File: src/rtl/stall_arb_2.sv
// stall_arb_2: round-robin arbiter giving two four-phase bundled-data clients one shared stall channel; define STALL_ARB_TIMEOUT_EN for a sticky ack-timeout err_out
module stall_arb_2 #(
  parameter int TIMEOUT_CYCLES = 64
) (
  input  logic       clk,
  input  logic       rst,
  input  logic       req_a_in,
  input  logic [2:0] data_a_in,
  output logic       ack_a_out,
  input  logic       req_b_in,
  input  logic [2:0] data_b_in,
  output logic       ack_b_out,
  output logic       req_out,
  output logic [2:0] data_out,
  input  logic       ack_in,
  output logic [1:0] grant_out,
  output logic       err_out
);
  typedef enum logic [1:0] {IDLE, REQ, ACK, REL} state_t;
  state_t state, state_n;
  logic [1:0] req_a_q, req_b_q, ack_q, grant_n;
  logic [2:0] data_n;
  logic prio, prio_n, req_n, ack_a_n, ack_b_n;
  logic req_a_s, req_b_s, ack_s, pick_b, own_req;
  assign req_a_s = req_a_q[1];
  assign req_b_s = req_b_q[1];
  assign ack_s = ack_q[1];
  assign pick_b = req_b_s && (!req_a_s || prio);
  assign own_req = grant_out[1] ? req_b_s : req_a_s;
  always_comb begin
    state_n = state;
    prio_n = prio;
    req_n = req_out;
    ack_a_n = ack_a_out;
    ack_b_n = ack_b_out;
    grant_n = grant_out;
    data_n = data_out;
    case (state)
      IDLE: if (req_a_s || req_b_s) begin
        state_n = REQ;
        req_n = 1'b1;
        grant_n = pick_b ? 2'b10 : 2'b01;
        data_n = pick_b ? data_b_in : data_a_in;
      end
      REQ: if (ack_s) begin
        state_n = ACK;
        ack_a_n = grant_out[0];
        ack_b_n = grant_out[1];
      end
      ACK: if (!own_req) begin
        state_n = REL;
        req_n = 1'b0;
      end
      REL: if (!ack_s) begin
        state_n = IDLE;
        ack_a_n = 1'b0;
        ack_b_n = 1'b0;
        grant_n = 2'b00;
        prio_n = !prio;
      end
    endcase
  end
  always_ff @(posedge clk or posedge rst)
    if (rst) begin
      req_a_q <= '0;
      req_b_q <= '0;
      ack_q <= '0;
      state <= IDLE;
      prio <= 1'b0;
      req_out <= 1'b0;
      ack_a_out <= 1'b0;
      ack_b_out <= 1'b0;
      grant_out <= '0;
      data_out <= '0;
    end else begin
      req_a_q <= {req_a_q[0], req_a_in};
      req_b_q <= {req_b_q[0], req_b_in};
      ack_q <= {ack_q[0], ack_in};
      state <= state_n;
      prio <= prio_n;
      req_out <= req_n;
      ack_a_out <= ack_a_n;
      ack_b_out <= ack_b_n;
      grant_out <= grant_n;
      data_out <= data_n;
    end
`ifdef STALL_ARB_TIMEOUT_EN
  localparam int CW = $clog2(TIMEOUT_CYCLES + 1);
  logic [CW-1:0] cnt, cnt_n;
  logic wait_n;
  assign wait_n = state_n == REQ || state_n == REL;
  assign cnt_n = state_n != state ? '0 : (wait_n && cnt != CW'(TIMEOUT_CYCLES)) ? cnt + CW'(1) : cnt;
  always_ff @(posedge clk or posedge rst)
    if (rst) begin
      cnt <= '0;
      err_out <= 1'b0;
    end else begin
      cnt <= cnt_n;
      err_out <= err_out || cnt_n == CW'(TIMEOUT_CYCLES);
    end
`else
  assign err_out = TIMEOUT_CYCLES < 1;
`endif
endmodule

File: config.mk
export PLATFORM = sky130hd
export DESIGN_NAME = stall_arb_2
export DESIGN_NICKNAME = d
export VERILOG_FILES = /design/src/rtl/stall_arb_2.sv
export SDC_FILE = /design/constraint.sdc
export NUM_CORES = 1
export LEC_CHECK = 0
export ABC_CLOCK_PERIOD_IN_PS = 2000
export CORE_MARGIN = 5
export CORE_UTILIZATION = 48
export DETAILED_ROUTE_END_ITERATION = 10
export PLACE_DENSITY = 0.77
export SYNTH_ARGS = -nofsm -noshare
export SYNTH_HDL_FRONTEND = slang
export SYNTH_SLANG_ARGS = --single-unit
File: constraint.sdc
create_clock -name clk -period 2 [get_ports clk]
set_input_delay 0.6 -clock clk [delete_from_list [all_inputs] [get_ports clk]]
set_output_delay 0.6 -clock clk [all_outputs]
set_load 0.05 [all_outputs]
==> results.py <==
metrics = {
    "synth": {
        "synthArstFlopShare": 1.00,
        "ys_seq_elements": 17,
        "netlist_instances": 74,
        "synth_cell_type_count": 26,
        "synthTopCellsByArea": "dfrtp_1 50%, ha_1 10%, mux2_1 3.9%",
        "synth_nets": 92,
        "avgSynthCellArea_sq_um": 11.6,
        "synth-edff-count": 0,
        "synth_top_area_cell": "dfrtp_1",
        "yosysSeqAreaShare": 0.496,
        "synthFlopType": "dfrtp_1",
        "ys_warn_count": 0,
        "synth.cell_area_sq_um": 858,
        "synth_top_area_frac": 0.496,
    },
    "timing": {
        "skew_ns": 0.00585,
        "fin_crit_sh": 0.894,
        "whs_ns": 0.358,
        "setup_violations": 0,
        "rsz0062_at_grt": "no",
        "setup-tns-final_ns": 0,
        "fmaxAchievable_mhz": 559,
        "period_needed_ns": 1.79,
        "hold_viol": 0,
        "maxSlewViolCount": 0,
    },
    "worst_hold_path": {
        "hp-class": "reg -> reg",
        "min-delay-start": "req_a_q[0]",
    },
    "cells_and_area": {
        "area_growth_pct": 24.2,
        "diodes": 0,
        "final_common_cell": "dfrtp_1",
        "final_area_sq_um": 1070,
        "final_cell_mix": "17 x dfrtp_1, 10 x clkdlybuf4s50_1, 9 x buf_4, 7 x ha_1, 6 x nor2_1",
        "stdcell_count": 120,
        "fillers": 140,
        "drive_above_1_share": 0.189,
        "nets": 114,
    },
    "die": {
        "io_pins": 20,
        "placementRows": 15,
        "fp.dieW_um": 52.3,
        "start_util": 0.503,
        "die_h_um": 52.3,
        "core_area_sq_um": 1710,
        "die-area_sq_um": 2730,
    },
    "power_and_ir_drop": {
        "p_seq_frac": 0.327,
        "swShare": 0.458,
        "power.clock.fraction": 0.107,
        "peakVddDrop_v": 0.000915,
        "switching_power_w": 0.000775,
        "power_density_nw_per_um2": 1590,
        "comb_power_share": 0.566,
        "internal-power_w": 0.000917,
        "total_power_w": 0.00169,
        "leakagePower_nw": 0.487,
    },
    "critical_path": {
        "critical_path_class": "reg -> reg",
        "crit_fanout": 6,
        "crit_required_ns": 2.18,
        "end_kind": "flip-flop",
        "startpoint_type": "flip-flop",
        "arrival_ns": 1.97,
        "crit_path_start": "state[1]",
        "r2r_start": "state[1]",
    },
    "placed_design": {
        "place.gp.congestion": 0.800,
        "io_buffers": 18,
        "place_area_sq_um": 1040,
        "dp.cells": 116,
        "hpwl_mm": 1.11,
    },
    "detailed_routing": {
        "drtAntennaViolNets": 0,
        "drtPass1Iterations": 3,
        "drt_iter0_markers": 1,
        "via_per_inst": 4.84,
        "finalWirelength_mm": 1.44,
        "drc": 0,
        "num_vias": 581,
        "wl_per_cell_um": 12.0,
    },
    "global_routing": {
        "grt_usage": 0.126,
        "overflow": 0,
        "first_global_vias": 609,
        "grt_antenna_before_repair": 0,
        "grt_max_degree": 18,
        "grt_first_pass_wirelength_mm": 2.53,
    },
    "cts": {
        "htreeDepth": 1,
        "cts_buffer_depth": 2,
        "cts_buffers": 3,
        "cts.sinks": 17,
        "root_buffer": "clkbuf_4",
        "postCtsSetupRepairBufs": 0,
        "ctsHoldBuffers": 0,
        "cts_tree": "built",
        "cts.repair.resized": 0,
        "clk_pin_slew_ns": 0.10,
        "clock_latency_ns": 0.29,
    },
    "run_status": {
        "status": "finished, final reports clean",
    },
    "flow_run": {
        "cap_violations": 0,
    },
}
-- synthesized netlist by cell type (all sizes together) (2+ instances only) --
library cell  instances
a211oi                4
nor2                  6
ha                    7
nand2                 2
a21oi                 2
dfrtp                17
inv                   5
a31oi                 3
o21ai                 5
nor3                  2
mux2i                 2
buf                   2
nand2b                3
mux2                  5
nand3                 3
-- kinds of logic after synthesis --
| kind of cell | share of synthesized area |
|---|---|
| multiplexers | 0.0977 |
| AND/OR/NAND/NOR | 0.108 |
| adder cells (fa/ha/maj) | 0.102 |
| AO/OA/AOI/OAI | 0.138 |
| buffers and inverters | 0.0437 |
| flip-flops | 0.496 |
| XOR/XNOR | 0.0102 |
| other | 0.00437 |
-- registers in the layout, summed over array words and instances, names as in the netlist --
register   count
req_b_q        2
ack_q          2
req_a_q        2
ack_a_out      1
req_out        1
ack_b_out      1
data_out       3
state          2
prio           1
grant_out      2
-- final timing paths --
| kind | endpoint | slack, ns | cells after the start |
|---|---|---|---|
| min in group asynchronous | grant_out[0] | 0.62 | 3 |
| worst max register to register | state[1] | 0.21 | 5 |
| worst min register to register | req_a_q[1] | 0.36 | 0 |
| max in group asynchronous | ack_b_out | 1.19 | 3 |
| worst max-delay path | state[1] | 0.21 | 5 |
| worst min-delay path | req_a_q[1] | 0.36 | 0 |
-- metal layers --
layer | track usage | wire length [um] | vias to the layer above
met5 | 0 | 0 | -
met4 | 0.0511 | 11 | 0
met3 | 0.0427 | 89 | 2
met2 | 0.194 | 638 | 14
met1 | 0.160 | 698 | 269
li1 | - | - | 296
-- worst max-delay path, stage by stage, from the launching register on --
cell,delay (ns)
dfrtp_1,0.44
inv_1,0.11
ha_1,0.24
mux2_4,0.30
a211oi_4,0.25
mux2_1,0.34
-- metrics by stage --
stage          utilization  setup WS [ns]
2_1_floorplan            -          0.275
3_3_place_gp         0.608          0.283
3_5_place_dp         0.608          0.235
4_1_cts              0.624          0.206
5_1_grt              0.624         0.0960
6_report             0.624          0.212
-- layout make-up --
class | count | area [sq um] | share of cell area
multi-input combinational | 50 | 395 | 0.371
sequential | 17 | 425 | 0.399
clock buffer | 3 | 22.5 | 0.0211
inverter | 5 | 18.8 | 0.0176
timing repair buffer | 19 | 168 | 0.157
clock inverter | 1 | 5.00 | 0.00469
tap | 25 | 31.3 | 0.0293
-- power by group through the flow --
stage	Combinational, W	Clock [W]	Sequential, W
finish	0.000958	0.000181	0.000554
global route	0.00104	0.000206	0.000577
CTS	0.000966	0.000188	0.000556
detailed placement	0.000961	0	0.000562
global placement	0.000946	0	0.000556
floorplan	0.000480	0	0.000804
Note: power is estimated with default switching activity, not from simulation.
